### src/rtl/perf_cnt_ctrl_pkg.sv
`default_nettype none
// ============================================================================
// Module   : perf_cnt_pkg
// Brief    : Shared state encoding, event indices and default widths for the
//            CPU statistics counter bank.
// Revision : 1.0 - initial release
// ============================================================================
package perf_cnt_pkg;

    localparam int DEFAULT_DATA_WIDTH = 16;

    localparam int EVT_CYCLE     = 0;
    localparam int EVT_JMP       = 1;
    localparam int EVT_BR_TAKEN  = 2;
    localparam int EVT_BR_NTAKEN = 3;

    typedef enum logic [1:0] {
        IDLE   = 2'd0,
        RUN    = 2'd1,
        HALTED = 2'd2,
        CLEAR  = 2'd3
    } state_t;

endpackage : perf_cnt_pkg
`default_nettype wire

### src/rtl/perf_cnt_ctrl_if.sv
`default_nettype none
// ============================================================================
// Module   : perf_cnt_ctrl_if
// Brief    : Control/event/read-port bundle between the CPU core, the counter
//            controller and the display multiplexer.
// Revision : 1.0 - initial release
// ============================================================================
interface perf_cnt_ctrl_if
    import perf_cnt_pkg::*;
#(
    parameter int DATA_WIDTH = DEFAULT_DATA_WIDTH,
    parameter int NUM_EVT    = 4,
    parameter int SEL_W      = 2
);
    logic                  start;
    logic                  halt;
    logic                  clear;
    logic [NUM_EVT-1:0]    evt_req;
    logic [SEL_W-1:0]      rd_sel;
    logic [DATA_WIDTH-1:0] rd_data;
    logic                  running;
    logic [NUM_EVT-1:0]    overflow;

    modport master (
        output start, halt, clear, evt_req, rd_sel,
        input  rd_data, running, overflow
    );

    modport slave (
        input  start, halt, clear, evt_req, rd_sel,
        output rd_data, running, overflow
    );
endinterface : perf_cnt_ctrl_if
`default_nettype wire

### src/rtl/perf_cnt_ctrl_evt_counter.sv
`default_nettype none
// ============================================================================
// Module   : evt_counter
// Brief    : Single event counter with sync clear; wraps by default, saturates
//            when PERF_SAT_EN is defined. wrap pulses on an event at max value.
// Revision : 1.0 - initial release
// ============================================================================
module evt_counter
    import perf_cnt_pkg::*;
#(
    parameter int DATA_WIDTH = DEFAULT_DATA_WIDTH
) (
    input  wire logic                  clk,
    input  wire logic                  rst_n,
    input  wire logic                  en,
    input  wire logic                  clr,
    output logic      [DATA_WIDTH-1:0] value,
    output logic                       wrap
);
    logic [DATA_WIDTH-1:0] r_value;
    logic                  w_at_max;

    assign w_at_max = &r_value;
    assign wrap     = en & w_at_max & ~clr;
    assign value    = r_value;

    always_ff @(posedge clk or negedge rst_n) begin
        if (!rst_n) begin
            r_value <= '0;
        end else if (clr) begin
            r_value <= '0;
        end else if (en) begin
`ifdef PERF_SAT_EN
            if (!w_at_max) begin
                r_value <= r_value + 1'b1;
            end
`else
            r_value <= r_value + 1'b1;
`endif
        end
    end
endmodule : evt_counter
`default_nettype wire

### src/rtl/perf_cnt_ctrl.sv
`default_nettype none
// ============================================================================
// Module   : perf_cnt_ctrl
// Brief    : Run/halt/clear sequencer for the CPU statistics counter bank with a
//            registered indexed read port. Optional macro: PERF_SAT_EN.
// Revision : 1.0 - initial release
// ============================================================================
module perf_cnt_ctrl
    import perf_cnt_pkg::*;
#(
    parameter int DATA_WIDTH = DEFAULT_DATA_WIDTH,
    parameter int NUM_EVT    = 4,
    parameter int SEL_W      = 2
) (
    input  wire logic     clk,
    input  wire logic     rst_n,
    perf_cnt_ctrl_if.slave bus
);
    state_t                r_state;
    logic                  w_run;
    logic                  w_clr;
    logic [DATA_WIDTH-1:0] w_cnt [NUM_EVT];
    logic [NUM_EVT-1:0]    w_wrap;
    logic [NUM_EVT-1:0]    r_overflow;
    logic [DATA_WIDTH-1:0] w_rd_mux;
    logic [DATA_WIDTH-1:0] r_rd_data;

    assign w_run = (r_state == RUN);
    assign w_clr = (r_state == CLEAR);

    // Priority within each state: clear > halt > start.
    always_ff @(posedge clk or negedge rst_n) begin
        if (!rst_n) begin
            r_state <= IDLE;
        end else begin
            case (r_state)
                IDLE: begin
                    if (bus.clear)      r_state <= CLEAR;
                    else if (bus.start) r_state <= RUN;
                end
                RUN: begin
                    if (bus.clear)     r_state <= CLEAR;
                    else if (bus.halt) r_state <= HALTED;
                end
                HALTED: begin
                    if (bus.clear)                    r_state <= CLEAR;
                    else if (bus.start && !bus.halt)  r_state <= RUN;
                end
                CLEAR:   r_state <= IDLE;
                default: r_state <= IDLE;
            endcase
        end
    end

    generate
        for (genvar gi = 0; gi < NUM_EVT; gi++) begin : g_evt
            evt_counter #(
                .DATA_WIDTH(DATA_WIDTH)
            ) u_evt_counter (
                .clk  (clk),
                .rst_n(rst_n),
                .en   (w_run & bus.evt_req[gi]),
                .clr  (w_clr),
                .value(w_cnt[gi]),
                .wrap (w_wrap[gi])
            );
        end
    endgenerate

    always_ff @(posedge clk or negedge rst_n) begin
        if (!rst_n) begin
            r_overflow <= '0;
        end else if (w_clr) begin
            r_overflow <= '0;
        end else begin
            r_overflow <= r_overflow | w_wrap;
        end
    end

    // Out-of-range selects match no counter and read as zero.
    always_comb begin
        w_rd_mux = '0;
        for (int i = 0; i < NUM_EVT; i++) begin
            if (bus.rd_sel == SEL_W'(i)) begin
                w_rd_mux = w_cnt[i];
            end
        end
    end

    always_ff @(posedge clk or negedge rst_n) begin
        if (!rst_n) begin
            r_rd_data <= '0;
        end else begin
            r_rd_data <= w_rd_mux;
        end
    end

    assign bus.rd_data  = r_rd_data;
    assign bus.running  = w_run;
    assign bus.overflow = r_overflow;
endmodule : perf_cnt_ctrl
`default_nettype wire

### src/flat_wrapper.sv
// flat-port wrapper written by rule: the top's interface ports become plain ports
module perf_cnt_ctrl_flat import perf_cnt_pkg::*;
#(
    parameter int DATA_WIDTH = DEFAULT_DATA_WIDTH,
    parameter int NUM_EVT    = 4,
    parameter int SEL_W      = 2
)
  (clk, rst_n, bus_start, bus_halt, bus_clear, bus_evt_req, bus_rd_sel, bus_rd_data, bus_running, bus_overflow);
  perf_cnt_ctrl_if #(.DATA_WIDTH(DATA_WIDTH), .NUM_EVT(NUM_EVT), .SEL_W(SEL_W)) bus_i ();
  input  wire logic clk;
  input  wire logic rst_n;
  input wire logic [$bits(bus_i.start)-1:0] bus_start;
  input wire logic [$bits(bus_i.halt)-1:0] bus_halt;
  input wire logic [$bits(bus_i.clear)-1:0] bus_clear;
  input wire logic [$bits(bus_i.evt_req)-1:0] bus_evt_req;
  input wire logic [$bits(bus_i.rd_sel)-1:0] bus_rd_sel;
  output wire logic [$bits(bus_i.rd_data)-1:0] bus_rd_data;
  output wire logic [$bits(bus_i.running)-1:0] bus_running;
  output wire logic [$bits(bus_i.overflow)-1:0] bus_overflow;
  assign bus_i.start = bus_start;
  assign bus_i.halt = bus_halt;
  assign bus_i.clear = bus_clear;
  assign bus_i.evt_req = bus_evt_req;
  assign bus_i.rd_sel = bus_rd_sel;
  assign bus_rd_data = bus_i.rd_data;
  assign bus_running = bus_i.running;
  assign bus_overflow = bus_i.overflow;
  perf_cnt_ctrl #(.DATA_WIDTH(DATA_WIDTH), .NUM_EVT(NUM_EVT), .SEL_W(SEL_W)) u_core (.clk(clk), .rst_n(rst_n), .bus(bus_i));
endmodule
### config.mk
export PLATFORM = sky130hd
export DESIGN_NAME = perf_cnt_ctrl_flat
export DESIGN_NICKNAME = d
export VERILOG_FILES = /design/src/rtl/perf_cnt_ctrl_pkg.sv /design/src/rtl/perf_cnt_ctrl_if.sv /design/src/rtl/perf_cnt_ctrl_evt_counter.sv /design/src/rtl/perf_cnt_ctrl.sv /design/src/flat_wrapper.sv
export SDC_FILE = /design/constraint.sdc
export NUM_CORES = 1
export LEC_CHECK = 0
export BUFFER_PORTS_ARGS = -buffer_cell sky130_fd_sc_hd__buf_2
export CAP_MARGIN = 10
export CORE_ASPECT_RATIO = 0.7
export CORE_MARGIN = 5
export CORE_UTILIZATION = 54
export CTS_CLUSTER_DIAMETER = 150
export CTS_CLUSTER_SIZE = 28
export DETAILED_ROUTE_END_ITERATION = 7
export PLACE_DENSITY = 0.76
export SLEW_MARGIN = 20
export SYNTH_ARGS = -nofsm -noshare
export SYNTH_HDL_FRONTEND = slang
export SYNTH_SLANG_ARGS = --single-unit
### constraint.sdc
create_clock -name clk -period 1.8 [get_ports clk]
set_input_delay 0.36 -clock clk [delete_from_list [all_inputs] [get_ports clk]]
set_output_delay 0.36 -clock clk [all_outputs]
set_load 0.1 [all_outputs]
# Word level (Yosys, flattened, before mapping)

Index checks and enable logic that the tools add are counted.
Widths: inputs -> output; s select.

Register bits after elaboration: 86

Reductions and logical operators: 13
Equality and inequality tests: 9
Multiplexer cells: 20
Bitwise logic cells: 14
$add $sub $neg: 4

Operators with widths:

| cell                  | count |
|---|---|
| $mux 16               | 12 |
| $add 16x1->16 const B | 4 |
| $reduce_and 16->1     | 4 |
| $and 1x1->1           | 12 |
| $mux 2                | 6 |
| $eq 2x2->1 const B    | 4 |
| $pmux 2 s4            | 1 |
| $reduce_bool 2->1     | 4 |
| $ne 3x3->1 const B    | 2 |
| $eq 2x1->1 const B    | 2 |
| $logic_not 2->1       | 2 |
| $mux 4                | 1 |
| $or 4x4->4            | 1 |
| $ne 3x2->1 const B    | 1 |
| $reduce_and 3->1      | 1 |
| $logic_and 1x1->1     | 1 |
| $logic_not 1->1       | 1 |
| $not 1->1             | 1 |

# Logic depth before layout (Yosys ltp)

Gate-level depths: netlist of the first run.

Word-level depth: 6
Depth in mapped cells: 7
Depth with buffers taken out: 5

# Modules after synthesis

Synthesis of the first run repeated with hierarchy kept, for this count alone.

Cells, all modules: 403
Area, all modules: 4450.5 µm²

Modules (own cells, without submodules):

| module        | instances | area an instance (µm²) | cells each |
|---|---|---|---|
| evt_counter   | 4         | 838.3                  | 84 |
| perf_cnt_ctrl | 1         | 1097.3                 | 67 |

# Least setup slack after synthesis of the first run

OpenSTA, ideal clock, no wires.

Path kind: reg2reg
From: reg u_core.r_state[1]
To: reg u_core.g_evt[3].u_evt_counter.r_value[7]
Buffers on the path: 1
Arrival: 2195 ps
Slack: -527 ps
Cell stages (with the launch flop): 7
Required time: 1668 ps
Library setup time: 132 ps
Period minus slack after synthesis: 2327 ps
Cell sequence: dfrtp_1 > nand2b_1 > inv_1 > clkbuf_1 > nand4_1 > xor2_1 > nor2_1

Word-level cells in the longest chain between the ends: 3

RTL lines:

| item                               | RTL line                        | text |
|---|---|---|
| start, declared                    | perf_cnt_ctrl.sv:19             | `state_t r_state;` |
| start signal, assigned             | perf_cnt_ctrl.sv:34             | `r_state <= IDLE;` |
| start signal, assigned             | perf_cnt_ctrl.sv:38             | `if (bus.clear) r_state <= CLEAR;` |
| start signal, assigned             | perf_cnt_ctrl.sv:39             | `else if (bus.start) r_state <= RUN;` |
| $eq 2x1->1                         | perf_cnt_ctrl.sv:28             | `assign w_run = (r_state == RUN);` |
| via bus_running                    | flat_wrapper.sv:18              | `output wire logic [$bits(bus_i.running)-1:0] bus_running;` |
| $and 1x1->1                        | perf_cnt_ctrl.sv:62             | `.en (w_run & bus.evt_req[gi]),` |
| $reduce_bool 2->1 (no source line) | n/a                             |  |
| end signal, assigned               | perf_cnt_ctrl_evt_counter.sv:38 | `r_value <= r_value + 1'b1;` |
| end, declared                      | perf_cnt_ctrl_evt_counter.sv:20 | `logic [DATA_WIDTH-1:0] r_value;` |

The timed path passes the listed nets, and every way through them passes these cells.
A chain may end at the register's enable or synchronous reset.

# Final worst setup path of the first run

From: reg u_core.r_state[1]
To: out bus_running

Word-level cells in the longest chain between the ends: 1

RTL lines:

| item          | RTL line |
|---|---|
| $eq 2x1->1    | perf_cnt_ctrl.sv:28 |
| end, declared | flat_wrapper.sv:18 |

No other way between the ends.

==> out/results.txt, run 1 <==
Slew headroom - 59.33%
Slew Viols, Final - 0
#FFs+latches synth - 86
EDFF count, synth - 0
Minimum clock period - 1.732 ns
Clock transition at path regs - 0.09 ns
Hold depth - 3
Post-DRT Antenna Nets - 0
Routability cong. - 0.8824
Cell count after synthesis - 393
Drt drc - 0
IO Count - 32
Die area - 9717 um^2
Slowest cell on the critical path - dfrtp_1
Vias - 3,382
Total grt overflow - 0
Hold Startpoint - bus_evt_req[1]
Nets@finish - 466
Clock insertion delay at the later pin of the skew report - 0.37 ns
Cells on worst reg2reg path - 5
Synth top area share - 50.96%
Setup ws final - 0.06780 ns
H-tree Lvls - 3
Status - finished clean
Async S/R FF share, synth - 100.0%
Final setup violation count - 0
Synth top area cells - dfrtp_1, mux4_2, mux2i_1
Final core occ - 64.03%
Maximum vdd drop - 0.0006474 V
Combinational power share - 29.8%
Die H - 83.99 um
Hold EP - u_core.g_evt[1].u_evt_counter.value[1]
Internal power - 3.213 mW
CTS sink count - 86
Reg2reg end - u_core.g_evt[3].u_evt_counter.value[10]
Crit path kind - flop to output port
Sw Share - 36.76%
Synth area leader - dfrtp_1
Vias/cell - 6.072
CTS tree - yes
LEAKAGE - 2.346 nW
Area of the multi-input gates - 1986 um^2
Input/output buffers - 31
Antenna cells - 0
DR WL/cell - 18.59 um
Core region area - 7736 um^2
Clock Path Buffers - 2
Worst setup EP type - output port
Fillers - 618
Worst Skew - 0.01151 ns
Synthesized area - 4223 um^2
Largest net degree at the start of global routing - 41
Syn_nets - 408
TritonCTS Buffers - 9
Crit share post-route - 96.23%
Sequential share of power - 42.8%
Initial DRC count - 352
DR pass1 iterations - 5
Global Route Usage Sum - 22.69%
Ys flop type - dfrtp_1
Fmax - 577.3 MHz
Worst-path cell chain - nand2b_1, inv_2, buf_4, buf_12
Syn Area/Cell - 10.75 um^2
Root buffer cell - clkbuf_8
Post-synthesis sequential area ratio - 50.96%
Routed WL - 10,350 um
Initial antenna violation count - 0
Starting Density - 54.59%
CP peak stage delay - 0.40 ns
Min Hold Slack - 0.2685 ns
Global-route wire length before repair - 16,950 um
Area Growth Syn to Fin - 17.30%
Synth Warn # - 0
Max Cap Viol - 0
Hpwl dp - 7465 um
Post-Place Cell Area - 4707 um^2
Die width - 115.7 um
Reg2Reg Setup Slack - 0.10 ns
Crit Path Max Fanout - 4
Place WS - -0.01037 ns
Final instance area - 4954 um^2
Fin. Hold Viols - 0
Hold Path Class - input pin to flop
Arr. time, crit path - 1.37 ns
Synth unique cells - 42
Sequential cell area - 2153 um^2
Pwr/cell area - 1026 nW/um^2
Crit Reg-Reg Startpoint - u_core.g_evt[3].u_evt_counter.value[1]
FP Rows - 27
Layout cells sized above 1 - 22.81%
Power share of the clock group - 27.4%
Vias in the first global route - 3,315
Worst setup SP type - flop
Worst Max-Slew Pin Slew - 0.6055 ns
WP data required - 1.44 ns
Switching pwr - 1.868 mW
-- power groups by stage --
stage	clock network (mW)	registers (mW)	logic (mW)
5_1_grt	1.49	2.19	1.64
4_1_cts	1.40	2.17	1.49
3_5_place_dp	0	2.21	1.46
3_3_place_gp	0	2.20	1.43
6_report	1.39	2.17	1.52
2_1_floorplan	0	2.34	0.773
-- through the flow --
step | TNS [ns] | total power [mW] | std cells
floorplan | 0 | 3.117 | 393
global placement | 0 | 3.630 | 538
detailed placement | -0.01037 | 3.670 | 538
CTS | 0 | 5.063 | 556
global route | -0.005325 | 5.322 | 557
finish | 0 | 5.081 | 557
-- cells in the mapped netlist, types with 2 or more instances --
| cell | count |
|---|---|
| a31oi_1 | 7 |
| nor4_1 | 7 |
| inv_1 | 8 |
| mux2i_1 | 28 |
| o31ai_1 | 5 |
| o211ai_1 | 4 |
| a21oi_1 | 9 |
| nor3_1 | 10 |
| and2_1 | 3 |
| nand2_1 | 65 |
| nor2_1 | 30 |
| dfrtp_1 | 86 |
| o21ai_0 | 19 |
| xor2_1 | 2 |
| nand4b_1 | 2 |
| or3_1 | 2 |
| nand4_1 | 9 |
| a41o_1 | 4 |
| and3_1 | 8 |
| a32o_1 | 2 |
| ha_1 | 4 |
| mux4_2 | 15 |
| and4_1 | 6 |
| xnor2_1 | 9 |
| clkbuf_1 | 13 |
| nand3_1 | 20 |
-- cells in the final DEF (no fill, tap or decap), drive strengths merged, types with 10 or more instances in the layout --
master   n
dfrtp   86
nand2   65
buf     63
nor2    30
mux2i   28
nand3   21
o21ai   19
mux4    16
nor3    10
-- registers in the layout, summed over array words and instances, names as in the netlist --
| signal | flops |
|---|---|
| u_core.g_evt.u_evt_counter.value | 64 |
| u_core.bus.overflow | 4 |
| u_core.bus.rd_data | 16 |
| u_core.r_state | 2 |
-- routing by layer --
layer / routed length (um) / track usage [%] / share of wire [%]
met4: 116 / 6.533 / 1.1
met2: 4695 / 33.77 / 45
met3: 862 / 5.435 / 8.3
met1: 4679 / 33.22 / 45
met5: 0 / 0 / 0
-- timing repair --
| action | in CTS | in global routing |
|---|---|---|
| setup buffers | 1 | 1 |
| pin swaps | 0 | 1 |
| hold buffers | 1 | 0 |
| hold endpoints to repair | 24 | 0 |
| setup endpoints to repair | 2 | 6 |
| gates resized for setup | 2 | 4 |
-- cells by family (layout without fill, tap and decap cells) --
kind of cell	count (synthesis)	in the layout	share of synthesized area [%]
muxes	45	45	15.53
DFF	86	86	50.96
adders and majority gates	4	4	1.185
and+or+nand+nor	169	169	19.53
xor gates and xnor gates	11	11	2.282
buffers and inverters	25	88	2.548
AOI/OAI and AO/OA	53	53	7.971
-- cell type report --
| type | count | share of cell area (%) |
|---|---|---|
| sequential | 86 | 43.47 |
| multi-input combinational | 282 | 40.09 |
| timing repair buffer | 64 | 9.295 |
| tap | 101 | 2.551 |
| clock buffer | 9 | 2.501 |
| clock inverter | 7 | 1.490 |
| inverter | 8 | 0.6062 |
-- worst max path at each step --
stage	endpoint	cells after the start	slack, ns	startpoint
after detailed placement	u_core.g_evt[0].u_evt_counter.value[14]	6	-0.01	u_core.g_evt[0].u_evt_counter.value[0]
after floorplan	u_core.g_evt[3].u_evt_counter.value[7]	6	0.02	u_core.r_state[1]
after global placement	u_core.g_evt[0].u_evt_counter.value[14]	6	0.05	u_core.g_evt[0].u_evt_counter.value[0]
after global routing	u_core.g_evt[0].u_evt_counter.value[8]	6	-0.005	u_core.g_evt[0].u_evt_counter.value[1]
after CTS	u_core.g_evt[0].u_evt_counter.value[13]	4	0.04	u_core.g_evt[0].u_evt_counter.value[6]
final	bus_running	4	0.07	u_core.r_state[1]
-- critical path, delay by kind of cell (launching register included) --
kind	cells	cell delay (ns)
AND/OR/NAND/NOR	1	0.20
buffers and inverters	3	0.41
flip-flops	1	0.40
(Power assumes the default switching activity.)
==> inputs of run 2 (changes only) <==
--- a/config.mk
+++ b/config.mk
@@ -14,6 +14,7 @@
 export CTS_CLUSTER_SIZE = 28
 export DETAILED_ROUTE_END_ITERATION = 7
 export PLACE_DENSITY = 0.76
+export REMOVE_ABC_BUFFERS = 1
 export SLEW_MARGIN = 20
 export SYNTH_ARGS = -nofsm -noshare
 export SYNTH_HDL_FRONTEND = slang
==> run 2 against run 1 <==
Compared with the run above: sequential cell count unchanged; register-to-register slack got worse by 0.04 ns; final area decreased by 0.99%; hold slack improved by 0.013 ns; clock power decreased by 14%; combinational power increased by 9.9%; cell count decreased by 0.54%; highest routed layer unchanged.
==> out/results.txt, run 2 (synthesis results as in run 1) <==
Crit path kind - flop to flop (was flop to output port)
Input/output buffers - 31 (unchanged)
TritonCTS Buffers - 9 (unchanged)
Clock insertion delay at the later pin of the skew report - 0.37 ns (about the same)
Minimum clock period - 1.744 ns (was 1.732 ns)
Nets@finish - 465 (was 466)
GRT Max-Usage Layer - met1 (was met2)
Clock Path Buffers - 2 (unchanged)
FP Rows - 27 (unchanged)
Layout cells sized above 1 - 21.85% (was 22.81%)
Worst setup EP type - flop (was output port)
Arr. time, crit path - 2.00 ns (was 1.37 ns)
Crit Path Max Fanout - 4 (unchanged)
Vias/cell - 6.110 (was 6.072)
Max reg flops - 64 (unchanged)
WP data required - 2.06 ns (was 1.44 ns)
Root buffer cell - clkbuf_8 (unchanged)
Slew Viols, Final - 0 (unchanged)
Largest net degree at the start of global routing - 41 (unchanged)
Final instance area - 4905 um^2 (was 4954 um^2)
Unrepaired setup endpoints after global routing - yes
Drt drc - 0 (unchanged)
H-tree Lvls - 3 (unchanged)
Met1 Resource Use GR - 35.03% (was 33.22%)
Routed WL - 10,350 um (about the same)
Starting Density - 54.59% (unchanged)
M2 GR Usage - 33.35% (was 33.77%)
Hold EP - u_core.g_evt[1].u_evt_counter.value[1] (unchanged)
Slew headroom - 64.81% (was 59.33%)
Reg2Reg Setup Slack - 0.06 ns (was 0.10 ns)
Post-Place Cell Area - 4677 um^2 (was 4707 um^2)
Initial DRC count - 267 (was 352)
Hold Startpoint - bus_evt_req[1] (unchanged)
Die H - 83.99 um (unchanged)
Max Cap Viol - 0 (unchanged)
Crit Reg-Reg Startpoint - u_core.r_state[1] (was u_core.g_evt[3].u_evt_counter.value[1])
Total grt overflow - 0 (unchanged)
Area Growth Syn to Fin - 16.15% (was 17.30%)
Post-DRT Antenna Nets - 0 (unchanged)
Maximum vdd drop - 0.0005996 V (was 0.0006474 V)
Vias - 3,385 (was 3,382)
Hpwl dp - 7439 um (was 7465 um)
CTS sink count - 86 (unchanged)
Final core occ - 63.40% (was 64.03%)
Routability cong. - 0.9040 (was 0.8824)
Die area - 9717 um^2 (unchanged)
DR WL/cell - 18.68 um (was 18.59 um)
CTS tree - yes (unchanged)
Global Route Usage Sum - 22.98% (was 22.69%)
Antenna cells - 0 (unchanged)
Crit share post-route - 96.91% (was 96.23%)
Pwr/cell area - 1027 nW/um^2 (was 1026 nW/um^2)
Worst Skew - 0.009120 ns (was 0.01151 ns)
Reg2reg end - u_core.g_evt[1].u_evt_counter.value[10] (was u_core.g_evt[3].u_evt_counter.value[10])
Fmax - 573.3 MHz (was 577.3 MHz)
IO Count - 32 (unchanged)
DR pass1 iterations - 5 (unchanged)
Hold depth - 3 (unchanged)
Core region area - 7736 um^2 (unchanged)
Cells on worst reg2reg path - 6 (was 5)
Vias in the first global route - 3,268 (was 3,315)
Die width - 115.7 um (unchanged)
Status - finished clean (unchanged)
Final setup violation count - 0 (unchanged)
Worst setup SP type - flop (unchanged)
LEAKAGE - 2.339 nW (was 2.346 nW)
Initial antenna violation count - 0 (unchanged)
Most frequent cells in the layout - dfrtp_1, nand2_1, nor2_1 (was dfrtp_1, nand2_1, nor2_1, buf_4, buf_2)
Clock transition at path regs - 0.08 ns (was 0.09 ns)
Hold Path Class - input pin to flop (unchanged)
Global-route wire length before repair - 17,050 um (was 16,950 um)
Fin. Hold Viols - 0 (unchanged)
Worst Max-Slew Pin Slew - 0.5279 ns (was 0.6055 ns)
Tot Pwr - 5.036 mW (was 5.081 mW)
Commonest non-fill, non-tap cell in the layout - dfrtp_1 (unchanged)
Grt met3 use - 5.290% (was 5.435%)
run 2: report_power, final:
part | switching, mW | internal [mW] | total (mW)
sequential | 0.119 | 2.05 | 2.17
combinational | 1.06 | 0.611 | 1.67
clock | 0.667 | 0.521 | 1.19
total | 1.85 | 3.19 | 5.04
run 2: worst max-delay path, stage by stage, from the launching register on:
cell	delay, ns
dfrtp_1	0.40
buf_6	0.14
buf_4	0.15
nand3b_1	0.19
nor4_1	0.46
nand3_1	0.16
mux2i_1	0.14
run 2: through the flow:
stage                     hold slack [ns]  setup TNS [ns]  cells  worst slack (ns)
after floorplan                   0.06441          -9.651    376           -0.6454
after global placement             0.3660               0    534           0.07733
after detailed placement           0.3770               0    534           0.03303
after CTS                          0.2720               0    554           0.01038
after global routing               0.2743        -0.05268    554          -0.03218
final                              0.2815               0    554           0.05564
run 2: routing by layer:
layer,up-vias,share of wire (%)
met5,-,0
met4,0,1.1
met3,11,7.2
met2,124,44
met1,1699,47
li1,1551,-
run 2: layout make-up:
cell class / count / area, um^2
fill: 654 / 2831
sequential: 86 / 2156
multi-input combinational: 282 / 1977
timing repair buffer: 63 / 460.4
clock buffer: 12 / 145.1
tap: 101 / 126.4
inverter: 8 / 30.03
clock inverter: 2 / 10.01
run 2: timing repair:
action	in CTS	in global routing
pin swaps	0	3
buffers inserted	5	0
setup endpoints to repair	1	9
hold buffers	1	0
resized for setup	3	5
hold endpoints to repair	34	0
run 2: worst max path at each step:
| stage | from | to | slack (ns) | depth (start not counted) |
|---|---|---|---|---|
| after floorplan | u_core.r_state[0] | u_core.g_evt[3].u_evt_counter.value[15] | -0.65 | 5 |
| after detailed placement | u_core.g_evt[0].u_evt_counter.value[6] | u_core.g_evt[0].u_evt_counter.value[15] | 0.03 | 4 |
| final | u_core.r_state[1] | u_core.g_evt[1].u_evt_counter.value[10] | 0.06 | 6 |
| after CTS | u_core.r_state[1] | bus_running | 0.01 | 5 |
| after global placement | u_core.r_state[1] | u_core.g_evt[0].u_evt_counter.value[14] | 0.08 | 6 |
| after global routing | u_core.g_evt[0].u_evt_counter.value[5] | u_core.g_evt[0].u_evt_counter.value[13] | -0.03 | 4 |
==> inputs of run 3 (changes only) <==
==> constraint.sdc (replaced) <==
create_clock -name clk -period 1.8 [get_ports clk]
set_input_delay 0.36 -clock clk [delete_from_list [all_inputs] [get_ports clk]]
set_output_delay 0.36 -clock clk [all_outputs]
set_load 0.005 [all_outputs]
==> run 3 against run 2 <==
Compared with the run above: maximum frequency grew 1.0%; critical path type is now flop to output port; power grew 1.3%; sequential share of layout area shrank 0.75 points; global-route usage grew 0.24 points; clock skew grew 0.0042 ns; sequential power is essentially flat.
==> out/results.txt, run 3 (synthesis results as in run 1) <==
Core region area - 7736 um^2 (unchanged)
Reg2reg end - u_core.g_evt[0].u_evt_counter.value[14] (was u_core.g_evt[1].u_evt_counter.value[10])
Crit Path Max Fanout - 10 (was 4)
Vias - 3,400 (was 3,385)
Final instance area - 4987 um^2 (was 4905 um^2)
Initial DRC count - 326 (was 267)
Die width - 115.7 um (unchanged)
DR WL/cell - 18.72 um (was 18.68 um)
Slew headroom - 65.31% (was 64.81%)
Layout cells sized above 1 - 23.03% (was 21.85%)
Buf+Inv Stages, Crit Path - 4 (was 2)
Fillers - 610 (was 654)
H-tree Lvls - 3 (unchanged)
Hpwl dp - 7371 um (was 7439 um)
Post-Place Cell Area - 4677 um^2 (unchanged)
Post-DRT Antenna Nets - 0 (unchanged)
Nets@finish - 466 (was 465)
DR pass1 iterations - 6 (was 5)
Largest net degree at the start of global routing - 41 (unchanged)
Maximum vdd drop - 0.0007933 V (was 0.0005996 V)
Number of cells on the critical path - 5 (was 6)
Worst setup EP type - output port (was flop)
Routed WL - 10,430 um (was 10,350 um)
Reg2Reg Setup Slack - 0.08 ns (was 0.06 ns)
IO Count - 32 (unchanged)
CTS sink count - 86 (unchanged)
Slew Viols, Final - 0 (unchanged)
Hold Path Class - input pin to flop (unchanged)
Worst Max-Slew Pin Slew - 0.5203 ns (was 0.5279 ns)
Crit path max-delay family - buffers and inverters (was simple AND/OR/NAND/NOR gates)
Max Cap Viol - 0 (unchanged)
Antenna cells - 0 (unchanged)
Post-route setup TNS - 0 ns (unchanged)
Vias in the first global route - 3,289 (was 3,268)
Status - finished clean (unchanged)
Final setup violation count - 0 (unchanged)
Minimum clock period - 1.727 ns (was 1.744 ns)
WP data required - 1.44 ns (was 2.06 ns)
CP peak stage delay - 0.41 ns (was 0.46 ns)
Die area - 9717 um^2 (unchanged)
Global-route wire length before repair - 17,150 um (was 17,050 um)
Starting Density - 54.59% (unchanged)
CTS tree - yes (unchanged)
Input/output buffers - 31 (unchanged)
Die H - 83.99 um (unchanged)
LEAKAGE - 2.380 nW (was 2.339 nW)
Cells on worst reg2reg path - 6 (unchanged)
Pwr/cell area - 1023 nW/um^2 (was 1027 nW/um^2)
Crit Reg-Reg Startpoint - u_core.g_evt[0].u_evt_counter.value[1] (was u_core.r_state[1])
Area Growth Syn to Fin - 18.10% (was 16.15%)
Clock Path Buffers - 2 (unchanged)
Total grt overflow - 0 (unchanged)
Hold Startpoint - bus_evt_req[1] (unchanged)
Global Route Usage Sum - 23.22% (was 22.98%)
Crit share post-route - 95.95% (was 96.91%)
Worst-path cell chain - buf_6, nand2b_4, inv_2, buf_4, buf_2 (was buf_6, buf_4, nand3b_1, nor4_1, nand3_1, mux2i_1)
Max reg flops - 64 (unchanged)
FP Rows - 27 (unchanged)
Hold depth - 3 (unchanged)
TritonCTS Buffers - 9 (unchanged)
Drt drc - 0 (unchanged)
Area of the multi-input gates - 1993 um^2 (was 1977 um^2)
Clock transition at path regs - 0.09 ns (was 0.08 ns)
Vias/cell - 6.104 (was 6.110)
Initial antenna violation count - 0 (unchanged)
Critical Path Sink - bus_running (was u_core.g_evt[1].u_evt_counter.value[10])
Fmax - 579.0 MHz (was 573.3 MHz)
Worst setup SP type - flop (unchanged)
Commonest non-fill, non-tap cell in the layout - dfrtp_1 (unchanged)
Sequential cell area - 2155 um^2 (was 2156 um^2)
Routability cong. - 0.9230 (was 0.9040)
Root buffer cell - clkbuf_8 (unchanged)
Fin. Hold Viols - 0 (unchanged)
Most frequent cells in the layout - dfrtp_1, nand2_1, nor2_1, buf_2, buf_4 (was dfrtp_1, nand2_1, nor2_1)
Crit path kind - flop to output port (was flop to flop)
Clock insertion delay at the later pin of the skew report - 0.38 ns (was 0.37 ns)
Slowest cell on the critical path - dfrtp_1 (was nor4_1)
Worst Skew - 0.01337 ns (was 0.009120 ns)
Arr. time, crit path - 1.37 ns (was 2.00 ns)
Crit path from - u_core.r_state[1] (unchanged)
## run 3: per-stage QoR
step | hold slack [ns] | cells | util [%] | total power [mW] | setup slack (ns)
finish | 0.2477 | 557 | 64.47 | 5.103 | 0.07297
global route | 0.2541 | 557 | 64.47 | 5.364 | -0.003701
CTS | 0.2446 | 554 | 63.77 | 5.048 | 0.006380
detailed placement | 0.3685 | 536 | 60.46 | 3.418 | 0.01516
global placement | 0.3617 | 536 | 60.46 | 3.368 | 0.07965
floorplan | 0.06441 | 376 | - | 2.751 | 0.01689
## run 3: power by group
group,internal (mW),switching [mW]
Clock,0.894,0.699
Combinational,0.542,0.789
Sequential,2.06,0.124
Total,3.49,1.61
## run 3: routing by layer
metal	up-vias	global-route usage [%]	part of all wire [%]
li1	1552	-	-
met3	18	7.174	9.2
met1	1691	35.52	46
met4	0	6.112	1.3
met5	-	0	0
met2	139	31.99	44
## run 3: cell type report
type | count | area share [%]
clock buffers | 13 | 3.387
clock inverters | 3 | 1.305
inverters | 8 | 0.6021
multi-input cells | 282 | 39.96
flip-flops and latches | 86 | 43.20
well taps | 101 | 2.534
repair buffers | 64 | 9.007
## run 3: how the worst min path moves through the flow
stage,endpoint,slack (ns)
after global routing,u_core.g_evt[1].u_evt_counter.value[1],0.25
after global placement,u_core.g_evt[2].u_evt_counter.value[2],0.36
after CTS,u_core.g_evt[1].u_evt_counter.value[1],0.24
final,u_core.g_evt[1].u_evt_counter.value[1],0.25
after detailed placement,u_core.g_evt[2].u_evt_counter.value[0],0.37
after floorplan,u_core.bus.overflow[0],0.06
## run 3: tightest hold or removal path, stage by stage
cell     delay [ns]
buf_2          0.13
nand3_1        0.06
nand2_1        0.05
## run 3: timing repair
action | CTS | global route
hold buffers | 1 | 0
buffers inserted | 1 | 3
gates resized for setup | 3 | 6
setup endpoints to repair | 1 | 9
hold endpoints to repair | 34 | 0
pin swaps | 0 | 1
